===== config.mk =====
export PLATFORM = sky130hd
export DESIGN_NAME = move_engine_flat
export DESIGN_NICKNAME = d
export VERILOG_FILES = /design/src/rtl/move_engine_if.sv /design/src/rtl/move_engine.sv /design/src/flat_wrapper.sv
export SDC_FILE = /design/constraint.sdc
export NUM_CORES = 1
export LEC_CHECK = 0
export CAP_MARGIN = 5
export CORE_MARGIN = 2
export CORE_UTILIZATION = 35
export CTS_CLUSTER_DIAMETER = 50
export DETAILED_ROUTE_END_ITERATION = 6
export GPL_ROUTABILITY_DRIVEN = 0
export GPL_TIMING_DRIVEN = 0
export PLACE_DENSITY_LB_ADDON = 0.12
export SKIP_LAST_GASP = 1
export SYNTH_ARGS = -nofsm -noshare
export SYNTH_HDL_FRONTEND = slang
export SYNTH_SLANG_ARGS = --single-unit

===== constraint.sdc =====
create_clock -name clk -period 7.8 [get_ports clk]
set_input_delay 1.56 -clock clk [delete_from_list [all_inputs] [get_ports clk]]
set_output_delay 1.56 -clock clk [all_outputs]
set_load 0.05 [all_outputs]

===== src/rtl/move_engine_if.sv =====
// Move, judge and result handshakes of the Connect-4 move engine.
// slave: the engine; master: game controller plus win judge.
interface move_engine_if;
    logic        clr;
    logic        mv_ready;
    logic        mv_valid;
    logic [2:0]  mv_col;
    logic        mv_player;
    logic [41:0] occupied;
    logic [41:0] whos;
    logic        jd_op_ready;
    logic        jd_op_valid;
    logic        jd_re_ready;
    logic        jd_re_valid;
    logic        jd_re_fin;
    logic        res_ready;
    logic        res_valid;
    logic [1:0]  res_code;
    logic [2:0]  res_row;

    modport slave (
        input  clr, mv_valid, mv_col, mv_player,
        input  jd_op_ready, jd_re_valid, jd_re_fin, res_ready,
        output mv_ready, occupied, whos, jd_op_valid,
        output jd_re_ready, res_valid, res_code, res_row
    );

    modport master (
        output clr, mv_valid, mv_col, mv_player,
        output jd_op_ready, jd_re_valid, jd_re_fin, res_ready,
        input  mv_ready, occupied, whos, jd_op_valid,
        input  jd_re_ready, res_valid, res_code, res_row
    );
endinterface


===== src/rtl/move_engine.sv =====
// Connect-4 board owner and move sequencer feeding the win judge.
// Define TURN_CHECK_EN to reject moves made out of turn.
module move_engine (
    input  logic         clk,
    input  logic         rst_n,
    move_engine_if.slave bus
);
    localparam int unsigned ROWS = 6;
    localparam int unsigned COLS = 7;

    typedef enum logic [2:0] {
        S_IDLE, S_SCAN, S_JD_REQ, S_JD_WAIT, S_RESULT
    } state_e;

    state_e      state_q, state_d;
    logic [2:0]  col_q, col_d;
    logic        player_q, player_d;
    logic [2:0]  r_q, r_d;
    logic [41:0] occupied_q, occupied_d;
    logic [41:0] whos_q, whos_d;
    logic        game_over_q, game_over_d;
    logic        turn_q, turn_d;
    logic        mv_ready_q, mv_ready_d;
    logic        jd_op_valid_q, jd_op_valid_d;
    logic        jd_re_ready_q, jd_re_ready_d;
    logic        res_valid_q, res_valid_d;
    logic [1:0]  res_code_q, res_code_d;
    logic [2:0]  res_row_q, res_row_d;

    logic [5:0]  idx;
    logic        turn_bad;
    logic        illegal_req;

`ifdef TURN_CHECK_EN
    assign turn_bad = bus.mv_player != turn_q;
`else
    assign turn_bad = 1'b0;
`endif

    assign illegal_req = (bus.mv_col > 3'd6) || game_over_q || turn_bad;
    assign idx = 6'(r_q) * 6'(COLS) + 6'(col_q);

    always_comb begin
        state_d       = state_q;
        col_d         = col_q;
        player_d      = player_q;
        r_d           = r_q;
        occupied_d    = occupied_q;
        whos_d        = whos_q;
        game_over_d   = game_over_q;
        turn_d        = turn_q;
        mv_ready_d    = mv_ready_q;
        jd_op_valid_d = jd_op_valid_q;
        jd_re_ready_d = jd_re_ready_q;
        res_valid_d   = res_valid_q;
        res_code_d    = res_code_q;
        res_row_d     = res_row_q;
        unique case (state_q)
            S_IDLE: begin
                if (bus.clr) begin
                    occupied_d  = '0;
                    whos_d      = '0;
                    game_over_d = 1'b0;
                    turn_d      = 1'b0;
                end else if (bus.mv_valid && mv_ready_q) begin
                    col_d      = bus.mv_col;
                    player_d   = bus.mv_player;
                    mv_ready_d = 1'b0;
                    r_d        = 3'(ROWS - 1);
                    if (illegal_req) begin
                        state_d     = S_RESULT;
                        res_valid_d = 1'b1;
                        res_code_d  = 2'b01;
                        res_row_d   = 3'd7;
                    end else begin
                        state_d = S_SCAN;
                    end
                end
            end
            S_SCAN: begin
                if (!occupied_q[idx]) begin
                    occupied_d[idx] = 1'b1;
                    whos_d[idx]     = player_q;
                    res_row_d       = r_q;
                    jd_op_valid_d   = 1'b1;
                    state_d         = S_JD_REQ;
                end else if (r_q == 3'd0) begin
                    state_d     = S_RESULT;
                    res_valid_d = 1'b1;
                    res_code_d  = 2'b01;
                    res_row_d   = 3'd7;
                end else begin
                    r_d = r_q - 3'd1;
                end
            end
            S_JD_REQ: begin
                if (bus.jd_op_ready) begin
                    jd_op_valid_d = 1'b0;
                    jd_re_ready_d = 1'b1;
                    state_d       = S_JD_WAIT;
                end
            end
            S_JD_WAIT: begin
                // Board is frozen here: the judge reads it combinationally.
                if (bus.jd_re_valid) begin
                    jd_re_ready_d = 1'b0;
                    res_valid_d   = 1'b1;
                    turn_d        = ~turn_q;
                    state_d       = S_RESULT;
                    if (bus.jd_re_fin) begin
                        res_code_d  = 2'b10;
                        game_over_d = 1'b1;
                    end else if (&occupied_q) begin
                        res_code_d  = 2'b11;
                        game_over_d = 1'b1;
                    end else begin
                        res_code_d = 2'b00;
                    end
                end
            end
            S_RESULT: begin
                if (bus.res_ready) begin
                    res_valid_d = 1'b0;
                    mv_ready_d  = 1'b1;
                    state_d     = S_IDLE;
                end
            end
            default: state_d = S_IDLE;
        endcase
    end

    always_ff @(posedge clk or negedge rst_n) begin
        if (!rst_n) begin
            state_q       <= S_IDLE;
            col_q         <= '0;
            player_q      <= 1'b0;
            r_q           <= '0;
            occupied_q    <= '0;
            whos_q        <= '0;
            game_over_q   <= 1'b0;
            turn_q        <= 1'b0;
            mv_ready_q    <= 1'b1;
            jd_op_valid_q <= 1'b0;
            jd_re_ready_q <= 1'b0;
            res_valid_q   <= 1'b0;
            res_code_q    <= '0;
            res_row_q     <= '0;
        end else begin
            state_q       <= state_d;
            col_q         <= col_d;
            player_q      <= player_d;
            r_q           <= r_d;
            occupied_q    <= occupied_d;
            whos_q        <= whos_d;
            game_over_q   <= game_over_d;
            turn_q        <= turn_d;
            mv_ready_q    <= mv_ready_d;
            jd_op_valid_q <= jd_op_valid_d;
            jd_re_ready_q <= jd_re_ready_d;
            res_valid_q   <= res_valid_d;
            res_code_q    <= res_code_d;
            res_row_q     <= res_row_d;
        end
    end

    assign bus.mv_ready    = mv_ready_q;
    assign bus.occupied    = occupied_q;
    assign bus.whos        = whos_q;
    assign bus.jd_op_valid = jd_op_valid_q;
    assign bus.jd_re_ready = jd_re_ready_q;
    assign bus.res_valid   = res_valid_q;
    assign bus.res_code    = res_code_q;
    assign bus.res_row     = res_row_q;
endmodule

===== src/flat_wrapper.sv =====
// flat-port wrapper written by rule: the top's interface ports become plain ports
module move_engine_flat 
  (clk, rst_n, bus_clr, bus_mv_valid, bus_mv_col, bus_mv_player, bus_jd_op_ready, bus_jd_re_valid, bus_jd_re_fin, bus_res_ready, bus_mv_ready, bus_occupied, bus_whos, bus_jd_op_valid, bus_jd_re_ready, bus_res_valid, bus_res_code, bus_res_row);
  move_engine_if bus_i ();
  input  logic clk;
  input  logic rst_n;
  input wire logic [$bits(bus_i.clr)-1:0] bus_clr;
  input wire logic [$bits(bus_i.mv_valid)-1:0] bus_mv_valid;
  input wire logic [$bits(bus_i.mv_col)-1:0] bus_mv_col;
  input wire logic [$bits(bus_i.mv_player)-1:0] bus_mv_player;
  input wire logic [$bits(bus_i.jd_op_ready)-1:0] bus_jd_op_ready;
  input wire logic [$bits(bus_i.jd_re_valid)-1:0] bus_jd_re_valid;
  input wire logic [$bits(bus_i.jd_re_fin)-1:0] bus_jd_re_fin;
  input wire logic [$bits(bus_i.res_ready)-1:0] bus_res_ready;
  output wire logic [$bits(bus_i.mv_ready)-1:0] bus_mv_ready;
  output wire logic [$bits(bus_i.occupied)-1:0] bus_occupied;
  output wire logic [$bits(bus_i.whos)-1:0] bus_whos;
  output wire logic [$bits(bus_i.jd_op_valid)-1:0] bus_jd_op_valid;
  output wire logic [$bits(bus_i.jd_re_ready)-1:0] bus_jd_re_ready;
  output wire logic [$bits(bus_i.res_valid)-1:0] bus_res_valid;
  output wire logic [$bits(bus_i.res_code)-1:0] bus_res_code;
  output wire logic [$bits(bus_i.res_row)-1:0] bus_res_row;
  assign bus_i.clr = bus_clr;
  assign bus_i.mv_valid = bus_mv_valid;
  assign bus_i.mv_col = bus_mv_col;
  assign bus_i.mv_player = bus_mv_player;
  assign bus_i.jd_op_ready = bus_jd_op_ready;
  assign bus_i.jd_re_valid = bus_jd_re_valid;
  assign bus_i.jd_re_fin = bus_jd_re_fin;
  assign bus_i.res_ready = bus_res_ready;
  assign bus_mv_ready = bus_i.mv_ready;
  assign bus_occupied = bus_i.occupied;
  assign bus_whos = bus_i.whos;
  assign bus_jd_op_valid = bus_i.jd_op_valid;
  assign bus_jd_re_ready = bus_i.jd_re_ready;
  assign bus_res_valid = bus_i.res_valid;
  assign bus_res_code = bus_i.res_code;
  assign bus_res_row = bus_i.res_row;
  move_engine u_core (.clk(clk), .rst_n(rst_n), .bus(bus_i));
endmodule

**Word-level counts from Yosys, hierarchy flattened**

Cells that the tools add are included.

- Register bits after elaboration: 104
- Input bits: 12
- Output and inout bits: 93
- Logic and storage cells: 124

- Add/subtract/negate cells: 2
- $mul: 1
- Order comparisons: 3
- Eq/ne operators: 17
- Muxes and demuxes: 62
- Bitwise operators: 2
- Reductions and logical operators: 24

Operators with widths:

| operator | count |
|---|---|
| $pmux 42 s2 | 2 |
| $mux 42 | 3 |
| $mux 3 | 17 |
| $bwmux 42 | 1 |
| $or 42x42->42 | 1 |
| $reduce_and 42->1 | 1 |
| $mux 1 | 20 |
| $mux 2 | 8 |
| $pmux 3 s5 | 1 |
| $ne 2x2->1 const B | 7 |
| $pmux 3 s2 | 2 |
| $reduce_and 3->1 | 4 |
| $reduce_and 5->1 | 2 |
| $reduce_bool 2->1 | 5 |
| $ne 2x1->1 const B | 4 |
| $pmux 1 s2 | 4 |
| $reduce_and 4->1 | 2 |
| $reduce_and 8->1 | 1 |
| $lt 6x7->1 const B | 1 |
| $reduce_and 7->1 | 1 |
| $add 6x3->6 | 1 |
| $bmux 1 s6 | 1 |
| $demux 1 s6 | 1 |
| $eq 3x2->1 const B | 2 |
| 17 further kinds | 19 |

**Logic depth before layout (Yosys ltp)**

Gate-level depths: netlist of the first run.

- Word-level depth: 9
- Mapped depth: 16
- Gate-level depth less buffers: 13

**Worst setup path after synthesis of the first run**

Ideal clock, no wire load.

- Path type: flip-flop to flip-flop
- Start point: register u_core.r_q[0]
- End point: register u_core.res_code_q[0], in the netlist u_core.bus.res_code[0]
- Data arrival time: 3972 ps
- Data required time: 7675 ps
- Path slack: 3703 ps
- Stages on the path, launching flop included: 15
- Path buffers: 3
- Clock period less this slack: 4097 ps
- Cells stage by stage: dfrtp_1 -> fa_1 -> fa_1 -> fa_1 -> buf_2 -> buf_4 -> buf_6 -> nand2_1 -> o22ai_1 -> a221o_1 -> o22ai_1 -> nand3_1 -> nand3_1 -> nor3b_2 -> mux2_2

- Word-level cells in the longest chain between the ends: 6
- Elaborated cells between the ends (all ways): 8

Ends and longest elaborated chain:

| what | RTL line | RTL |
|---|---|---|
| start, declared | move_engine.sv:18 | `logic [2:0] r_q, r_d;` |
| start signal, assigned | move_engine.sv:152 | `r_q <= r_d;` |
| $mul 3x3->6 | move_engine.sv:41 | `assign idx = 6'(r_q) * 6'(COLS) + 6'(col_q);` |
| $add 6x3->6 | move_engine.sv:41 |  |
| $bmux 1 s6 | move_engine.sv:81 | `if (!occupied_q[idx]) begin` |
| $mux 1 (not written as such) | move_engine.sv:81 |  |
| $ne 2x1->1 (no source line) | n/a |  |
| $reduce_and 7->1 (no source line) (*) | n/a |  |
| end signal, assigned | move_engine.sv:161 | `res_code_q <= res_code_d;` |
| end, declared | move_engine.sv:27 | `logic [1:0] res_code_q, res_code_d;` |

Mark *: on every way between the ends. The rest lies on a longest branch, timed or not. The select of a mux whose other input is x is not followed.
A chain may end at the register's enable or synchronous reset.

**Worst setup path after layout of the first run**

- Start point: register u_core.r_q[2]
- End point: register u_core.whos_q[23], in the netlist u_core.bus.whos[23]

- Word-level cells in the longest chain between the ends: 9
- Elaborated cells between the ends (all ways): 14

Ends and longest elaborated chain:

| what | RTL line | RTL |
|---|---|---|
| $mul 3x3->6 (*) | move_engine.sv:41 |  |
| $add 6x3->6 (*) | move_engine.sv:41 |  |
| $lt 6x7->1 (not written as such) or $ge 6x1->1 (tied branches) | move_engine.sv:83 | `whos_d[idx] = player_q;` |
| $logic_and 1x1->1 (not written as such) | move_engine.sv:83 |  |
| $mux 1 (not written as such) | move_engine.sv:83 |  |
| $demux 1 s6 | n/a |  |
| $bwmux 42 | move_engine.sv:83 |  |
| $mux 42 | move_engine.sv:81 |  |
| $pmux 42 s2 | move_engine.sv:58 | `unique case (state_q)` |
| end signal, assigned | move_engine.sv:154 | `whos_q <= whos_d;` |
| end, declared | move_engine.sv:20 | `logic [41:0] whos_q, whos_d;` |

Marks and branches as above.

==> results.cfg, run 1 <==
[outcome]
status = finished, final reports clean

[layout]
fill_cells = 1383
area_delta_synth_final_pct = 31.2
nets = 651
drive_above_1_share_pct = 7.64
n_antenna_cell = 0
fin_cells = 812

[power]
netSwitchingPower_mw = 1.46
pwr-share-clk_pct = 16.4
switching_share_pct = 49.6
finalPower_mw = 2.94
power_frac_comb_pct = 60.2
power.internal_mw = 1.48
leakage_nw = 3.10
irDropWorstVdd_mv = 0.172
seq_power_share_pct = 23.4
powerDensity_nw_per_um2 = 433

[min_path]
worstHoldPathType = reg2reg

[synthesis]
ys_ff_latch = 104
synth_nets = 535
synth_cell_types = 55
synth_area_um2 = 5180
yosysTopAreaCellShare_pct = 49.8
seq_area_frac_synth_pct = 50.3
async_flop_share_pct = 100
synthTopCellsByArea = dfrtp_1 (50%), mux2i_1 (7.2%), nor2_1 (5.2%), a21o_1 (5.1%), nand2_1 (4.1%)
synth-main-ff-cell = dfrtp_1
synth_top_cell_by_area = dfrtp_1
synth_edf_count = 0
syn_avg_cell_area_um2 = 10.2
synthCells = 507
yosys_warnings = 0

[setup_path]
startpoint_type = flip-flop
critPathKind = reg2reg
cp-end-kind = flip-flop
critPathMaxFanout = 10
cp.arrival_ns = 5.14
cp.required_ns = 8.08

[route]
drt_first_pass_iters = 4
drtIter0Drc = 244
final_antenna_net_count = 0
drt-vias-per-instance = 5.27
vias = 4281
routed_wl_um = 15100
drc = 0
wl_per_cell_um = 18.6

[clocking]
cts_setup_buffers = 0
cts_resized = 0
insertion_delay_ns = 0.36
clk_pin_slew_ns = 0.07
postCtsHoldBufs = 0
htreeDepth = 3
cts_buffers = 9
cts_sinks = 104
cts_tree = done
ctsLongestPathBuffers = 2
clockRootBuffer = clkbuf_16

[floorplan]
die_x_um = 126
die_h_um = 126
core_area_um2 = 14500
design.die.area_um2 = 15800
initial_core_util_pct = 35.8
core.rowCount = 44
ios = 105

[global_routing]
grt_max_degree = 69
grt.overflow.total = 0
antenna_found_initial = 0
grt_pass1_wl_um = 24600
grt_use_total_pct = 20.0
grt_pass1_vias = 4501

[placed_design]
hpwl_um = 11100
placed_cells = 796
port_buffers = 104

[timing]
max_slew_margin_pct = 16.9
fmax_ghz = 0.206
setup_viol_count_final = 0
rsz0062_at_grt = false
maxSlewViolCount = 0
fin_crit_ns = 4.85
worst_pin_slew_ns = 1.24
setup_tns_ns = 0
hold_viol = 0
fin_crit_sh_pct = 62.2
whs_ns = 0.492
finalClockSkew_ns = 0.0131

[job]
max_cap_violations = 0
metal layers:
metal / GRT usage, % / vias to the layer above / wire length [um]
li1: - / 2032 / -
met1: 27.5 / 2117 / 6960
met2: 31.0 / 113 / 7080
met3: 4.46 / 19 / 799
met4: 7.97 / 0 / 268
met5: 0 / - / 0
cell usage after synthesis, types with 4 or more instances:
cell and n:
a21oi_1 23, inv_1 13, or3_1 4, nor2b_1 4, mux2i_1 37, nand2_1 56, nand3_1 14, clkbuf_1 18
mux2_2 12, nor2_1 72, a21o_1 35, fa_1 4, o22ai_1 5, nand4_1 10, o21ai_0 19, ha_1 12
o22a_1 4, dfrtp_1 103, nor3_1 8, buf_6 4
registers in the layout, indices dropped and copies added (netlist names):
| register | count |
|---|---|
| u_core.state_q | 3 |
| u_core.bus.jd_op_valid | 1 |
| u_core.bus.whos | 42 |
| u_core.r_q | 3 |
| u_core.bus.res_code | 2 |
| u_core.col_q | 3 |
| u_core.bus.occupied | 42 |
| u_core.game_over_q | 1 |
| u_core.player_q | 1 |
| u_core.bus.res_row | 3 |
| u_core.bus.res_valid | 1 |
| u_core.bus.jd_re_ready | 1 |
| u_core.bus.mv_ready | 1 |
critical path: stages (launching register included):
cell and delay (ns):
dfrtp_1 0.52, fa_1 0.50, fa_1 0.53, fa_1 0.48
buf_2 0.20, buf_4 0.21, buf_6 0.15, inv_1 0.10
nand2_1 0.26, o2111ai_1 0.29, o22ai_1 0.16, nor4_2 0.50
nand2_1 0.33, nor2_1 0.33, mux2i_1 0.22
area by class of cell:
cell class	instances	area [um2]	share of cell area, %
inverter	13	48.8	0.719
sequential	104	2600	38.3
clock buffer	12	267	3.92
clock inverter	4	51.3	0.755
buffer	27	149	2.19
multi-input combinational	363	2370	35.0
timing repair buffer	105	1070	15.7
tap	184	230	3.39
cells in the final DEF (no fill, tap or decap), drive strengths merged, types with 2 or more instances in the layout:
cell type | netlist | layout
a21o | 35 | 35
a21oi | 23 | 23
buf | 9 | 11
clkbuf | 18 | 30
clkdlybuf4s50 | 0 | 103
clkinv | 0 | 2
dfrtp | 103 | 103
fa | 4 | 4
ha | 12 | 12
inv | 13 | 13
mux2 | 12 | 12
mux2i | 37 | 37
mux4 | 2 | 2
nand2 | 56 | 56
nand3 | 14 | 14
nand3b | 2 | 2
nand4 | 10 | 10
nor2 | 74 | 74
nor2b | 4 | 4
nor3 | 8 | 8
nor3b | 2 | 2
nor4 | 4 | 4
o211ai | 2 | 2
o21a | 3 | 3
o21ai | 20 | 20
o22a | 4 | 4
o22ai | 5 | 5
o2bb2ai | 2 | 2
o31ai | 2 | 2
or3 | 4 | 4
xnor2 | 3 | 3
xor2 | 3 | 3
final timing paths:
kind                                                   startpoint                                   to  slack [ns]  cells after the start
worst max-delay path                    u_core.r_q[2]$_DFFE_PN0P_      u_core.bus.whos[23]$_DFFE_PN0P_        2.95                     14
worst min-delay path            u_core.bus.res_row[0]$_DFFE_PN0P_    u_core.bus.res_row[0]$_DFFE_PN0P_        0.49                      1
worst max register to register          u_core.r_q[2]$_DFFE_PN0P_      u_core.bus.whos[23]$_DFFE_PN0P_        2.95                     14
worst min register to register  u_core.bus.res_row[0]$_DFFE_PN0P_    u_core.bus.res_row[0]$_DFFE_PN0P_        0.49                      1
max in group asynchronous                                   rst_n  u_core.bus.occupied[14]$_DFFE_PN0P_        5.93                      2
min in group asynchronous                                   rst_n      u_core.bus.whos[19]$_DFFE_PN0P_        1.17                      1
cells by family (layout without fill, tap and decap cells):
kind of cell / after synthesis / in the layout / share of synthesized area [%]
muxes: 51 / 51 / 10.6
AOI/OAI and AO/OA: 108 / 108 / 13.9
xor gates and xnor gates: 6 / 6 / 1.02
DFF: 104 / 104 / 50.3
adders and majority gates: 16 / 16 / 4.45
buffers and inverters: 40 / 161 / 3.82
and+or+nand+nor: 182 / 182 / 15.9
stage by stage:
stage / util, % / setup WS [ns] / instance area (um2)
global route: 46.9 / 2.70 / 6790
CTS: 46.9 / 2.96 / 6790
detailed placement: 44.7 / 2.99 / 6470
global placement: 44.5 / 1.11 / 6450
floorplan: - / 3.70 / 5180
finish: 46.9 / 2.95 / 6790
power groups by stage:
stage               combinational [mW]  clock [mW]  sequential [mW]
floorplan                         1.10           0            0.845
finish                            1.77       0.481            0.689
CTS                               1.76       0.489            0.691
global route                      1.92       0.513            0.702
global placement                  1.74           0            0.699
detailed placement                1.75           0            0.701
Power figures use the tool's default switching activity.
==> run 2, diff against run 1 <==
clock period = 4 ns   (was 7.8 ns; I/O delays follow)
==> results.cfg, run 2 (synthesized netlist as in run 1, its figures left out) <==
[outcome]
status = finished with violations
violations = setup timing

[layout]
nets = 676
fill_cells = 1316
fin_cells = 835
mostFrequentLayoutCell = clkdlybuf4s50_1
finalInstanceArea_um2 = 7550
area_delta_synth_final_pct = 45.9
n_antenna_cell = 0
post-route-util_pct = 52.2
mostFrequentLayoutCells = clkdlybuf4s50_1 (103), dfrtp_1 (100), nand2_1 (51), nor2_1 (36)
drive_above_1_share_pct = 23.0

[setup_path]
critPathMaxFanout = 9
cp.arrival_ns = 4.38
cp.required_ns = 4.22
slowest_delay_ns = 0.61
startpoint_type = flip-flop
slowest_stage = fa_2
critPathKind = reg2reg
crit_chain = fa_1 > fa_2 > fa_2 > buf_8 > mux4_2 > mux2i_2 > a21oi_2 > or4_4 > or2_4 > buf_8 > o21ai_1 > a21oi_2
cp-end-kind = flip-flop

[floorplan]
design.die.area_um2 = 15800
core.rowCount = 44
initial_core_util_pct = 35.8
die_h_um = 126
ios = 105
die_x_um = 126
core_area_um2 = 14500

[timing]
whs_ns = 0.417
setup_viol_count_final = 45
fin_crit_sh_pct = 104
finalClockSkew_ns = 0.0153
fin_crit_ns = 4.16
rsz0062_at_grt = true
hold_viol = 0
setup_tns_ns = -3.48
setup_ws_ns = -0.164
worst_pin_slew_ns = 0.707
fmax_ghz = 0.240
max_slew_margin_pct = 52.7
maxSlewViolCount = 0

[placed_design]
pre_cts_ws_ns = -0.811
placed_cells = 796
hpwl_um = 11200
port_buffers = 104
place_area_um2 = 6490

[clocking]
cts_sinks = 104
insertion_delay_ns = 0.36
cts_buffers = 9
clk_pin_slew_ns = 0.07
ctsLongestPathBuffers = 2
clockRootBuffer = clkbuf_16
cts_tree = done
postCtsHoldBufs = 0
htreeDepth = 3

[route]
wl_per_cell_um = 19.1
final_antenna_net_count = 0
drtIter0Drc = 267
drc = 0
drt-vias-per-instance = 5.37
routed_wl_um = 15900
drt_first_pass_iters = 7
vias = 4480

[power]
powerDensity_nw_per_um2 = 996
leakage_nw = 3.31
irDropWorstVdd_mv = 0.613
finalPower_mw = 7.52

[global_routing]
antenna_found_initial = 0
grt_max_degree = 67
grt_pass1_wl_um = 25400
grt_use_total_pct = 20.5
grt.overflow.total = 0
grt_pass1_vias = 4625

[job]
max_cap_violations = 0

[min_path]
worstHoldPathType = in2async
run 2: cell count changes in the layout (fill, tap and decap cells not counted), sizes merged:
cell,change
clkinvlp,-1
buf,+27
clkinv,-2
clkbuf,-2
inv,+1
run 2: metal layers:
layer	global-route usage, %	up-vias	share of wire (%)
met3	5.40	18	5.7
met4	4.58	0	1.5
li1	-	2067	-
met5	0	-	0
met2	33.3	142	48
met1	27.8	2253	45
run 2: worst max-delay path, delay by kind of cell (launching register included):
family,cells,cell delay [ns]
simple gates,2,0.75
fa+ha+maj,3,1.66
buf+inv,2,0.30
flops,1,0.43
compound gates,3,0.33
mux,2,0.55
run 2: repair_timing:
| action | in CTS | in global routing |
|---|---|---|
| setup endpoints to repair | 95 | 86 |
| gates cloned | 1 | 1 |
| setup buffers | 20 | 6 |
| gates resized for setup | 78 | 53 |
| pin swaps | 20 | 16 |
run 2: path summary, 6_finish.rpt:
check,startpoint,endpoint,slack (ns),cells after the start
max in group asynchronous,rst_n,u_core.bus.whos[7]$_DFFE_PN0P_,2.86,2
worst min register to register,u_core.bus.res_row[0]$_DFFE_PN0P_,u_core.bus.res_row[0]$_DFFE_PN0P_,0.50,1
worst max-delay path,u_core.r_q[2]$_DFFE_PN0P_,u_core.bus.whos[37]$_DFFE_PN0P_,-0.16,12
min in group clk,u_core.bus.res_row[0]$_DFFE_PN0P_,u_core.bus.res_row[0]$_DFFE_PN0P_,0.50,1
worst min-delay path,rst_n,u_core.bus.whos[27]$_DFFE_PN0P_,0.42,1
worst max register to register,u_core.r_q[2]$_DFFE_PN0P_,u_core.bus.whos[37]$_DFFE_PN0P_,-0.16,12
run 2: power by group:
group | total [mW] | internal (mW) | switching, mW
clock | 0.910 | 0.516 | 0.394
combinational | 5.27 | 2.09 | 3.18
sequential | 1.34 | 1.20 | 0.142
run 2: layout make-up:
type,instances,area [um2],share of cell area (%)
well taps,184,230,3.05
flip-flops and latches,104,2610,34.5
clock buffers,12,256,3.40
multi-input cells,363,2870,37.9
repair buffers,134,1350,17.9
clock inverters,2,38.8,0.514
inverters,13,48.8,0.646
plain buffers,23,153,2.02
==> run 3, diff against run 2 <==
CTS_CLUSTER_SIZE = 12   (was unset)
SLEW_MARGIN = 20   (was unset)
==> results.cfg, run 3 (synthesized netlist as in run 1, its figures left out) <==
[timing]
fin_crit_ns = 4.13
finalClockSkew_ns = 0.00808
worst_pin_slew_ns = 0.817
setup_ws_ns = -0.126
max_slew_margin_pct = 45.1
fmax_ghz = 0.242
maxSlewViolCount = 0
rsz0062_at_grt = true
setup_viol_count_final = 27
fin_crit_sh_pct = 103
hold_viol = 0

[placed_design]
pre_cts_ws_ns = -0.819
hpwl_um = 11200
port_buffers = 104
placed_cells = 796

[setup_path]
slowest_delay_ns = 0.55
crit_path_start = u_core.r_q[0]$_DFFE_PN0P_
slowest_stage = fa_1
cp-end-kind = flip-flop
rr_startpoint = u_core.r_q[0]$_DFFE_PN0P_
critPathMostFrequentCell = buf_6
startpoint_type = flip-flop
cp.arrival_ns = 4.37
critPathKind = reg2reg
r2r_setup_slack_ns = -0.13
r2r_end = u_core.state_q[2]$_DFFE_PN0P_
critPathMaxFanout = 6
crit_family = adder cells
critical_path_depth = 16
crit_buf_inv = 5
crit_chain = fa_1 > fa_1 > fa_2 > buf_6 > buf_8 > buf_6 > buf_6 > o21ba_4 > a211oi_2 > nor3_2 > nor2_2 > o31a_1 > nand3_4 > nor3b_4 > buf_6 > a31o_4
r2r_cells = 16
cp.required_ns = 4.25

[global_routing]
grt_use_total_pct = 20.7
use_met2_pct = 32.1
use_met1_pct = 28.1
antenna_found_initial = 0
use_met3_pct = 6.33
grt_pass1_vias = 4663
busiest_layer = met2
grt.overflow.total = 0
grt_pass1_wl_um = 25500
grt_max_degree = 67

[min_path]
worstHoldPathType = in2async

[power]
powerDensity_nw_per_um2 = 1010
leakage_nw = 3.36
irDropWorstVdd_mv = 0.592

[route]
vias = 4464
drt-vias-per-instance = 5.33
routed_wl_um = 16200
drc = 0
drt_first_pass_iters = 5
drtIter0Drc = 295
final_antenna_net_count = 0
wl_per_cell_um = 19.3

[clocking]
clk_pin_slew_ns = 0.07
ctsLongestPathBuffers = 2
insertion_delay_ns = 0.36
cts_tree = done
htreeDepth = 3
cts_sinks = 104
cts_buffers = 9
clockRootBuffer = clkbuf_16

[layout]
fill_cells = 1297
mostFrequentLayoutCells = clkdlybuf4s50_1 (103), dfrtp_1 (100), nand2_1 (51), nor2_1 (41), mux2i_1 (36)
fin_cells = 837
mostFrequentLayoutCell = clkdlybuf4s50_1
drive_above_1_share_pct = 24.2
n_antenna_cell = 0
area_delta_synth_final_pct = 47.0
nets = 676

[floorplan]
design.die.area_um2 = 15800
die_h_um = 126
initial_core_util_pct = 35.8
ios = 105
core.rowCount = 44
die_x_um = 126
core_area_um2 = 14500

[outcome]
violations = setup timing
status = finished with violations

[job]
max_cap_violations = 0
run 3: changes by cell type in the layout (fill, tap and decap cells not counted), sizes merged:
cell / previous run / this run
bufinv: 1 / 2
clkinv: 0 / 1
run 3: power by group:
part / internal, mW / switching, mW / total (mW)
Sequential: 1.20 / 0.140 / 1.34
Combinational: 2.17 / 3.19 / 5.36
Clock: 0.601 / 0.405 / 1.01
Total: 3.97 / 3.73 / 7.71
run 3: worst max path at each step:
| stage | end | slack [ns] |
|---|---|---|
| finish | u_core.state_q[2]$_DFFE_PN0P_ | -0.13 |
| global placement | u_core.bus.whos[7]$_DFFE_PN0P_ | -1.89 |
| CTS | u_core.bus.whos[26]$_DFFE_PN0P_ | -0.09 |
| floorplan | u_core.bus.res_code[0]$_DFFE_PN0P_ | -0.04 |
| global route | u_core.state_q[2]$_DFFE_PN0P_ | -0.24 |
| detailed placement | u_core.bus.whos[22]$_DFFE_PN0P_ | -0.82 |
run 3: timing repair:
| action | CTS | global route |
|---|---|---|
| setup buffers | 21 | 7 |
| pin swaps | 11 | 18 |
| gates resized for setup | 72 | 67 |
| cloned | 0 | 1 |
| hold buffers | 0 | 0 |
| endpoints found under the setup margin | 95 | 85 |
run 3: stage by stage:
stage	total power, mW	hold WS [ns]	TNS [ns]	util (%)	instance area, um2
2_1_floorplan	3.81	0.481	-0.351	-	5190
3_3_place_gp	4.77	0.477	-229.61	44.6	6460
3_5_place_dp	4.81	0.494	-37.31	44.9	6500
4_1_cts	7.02	0.352	-1.23	50.1	7260
5_1_grt	8.12	0.364	-8.77	52.6	7610
6_report	7.71	0.351	-1.15	52.6	7610
run 3: layer usage:
layer	vias to the layer above	part of all wire [%]
met2	159	47
li1	2055	-
met3	32	6.9
met5	-	0
met4	0	2.0
met1	2218	44
run 3: layout make-up:
cell class              instances  area [um2]  share of cell area, %
inverters                      13        51.3                  0.674
clock buffers                  12         267                   3.50
flip-flops and latches        104        2610                   34.3
multi-input cells             363        2880                   37.9
plain buffers                  23         140                   1.84
repair buffers                134        1360                   17.9
clock inverters                 4        73.8                  0.970
well taps                     184         230                   3.03
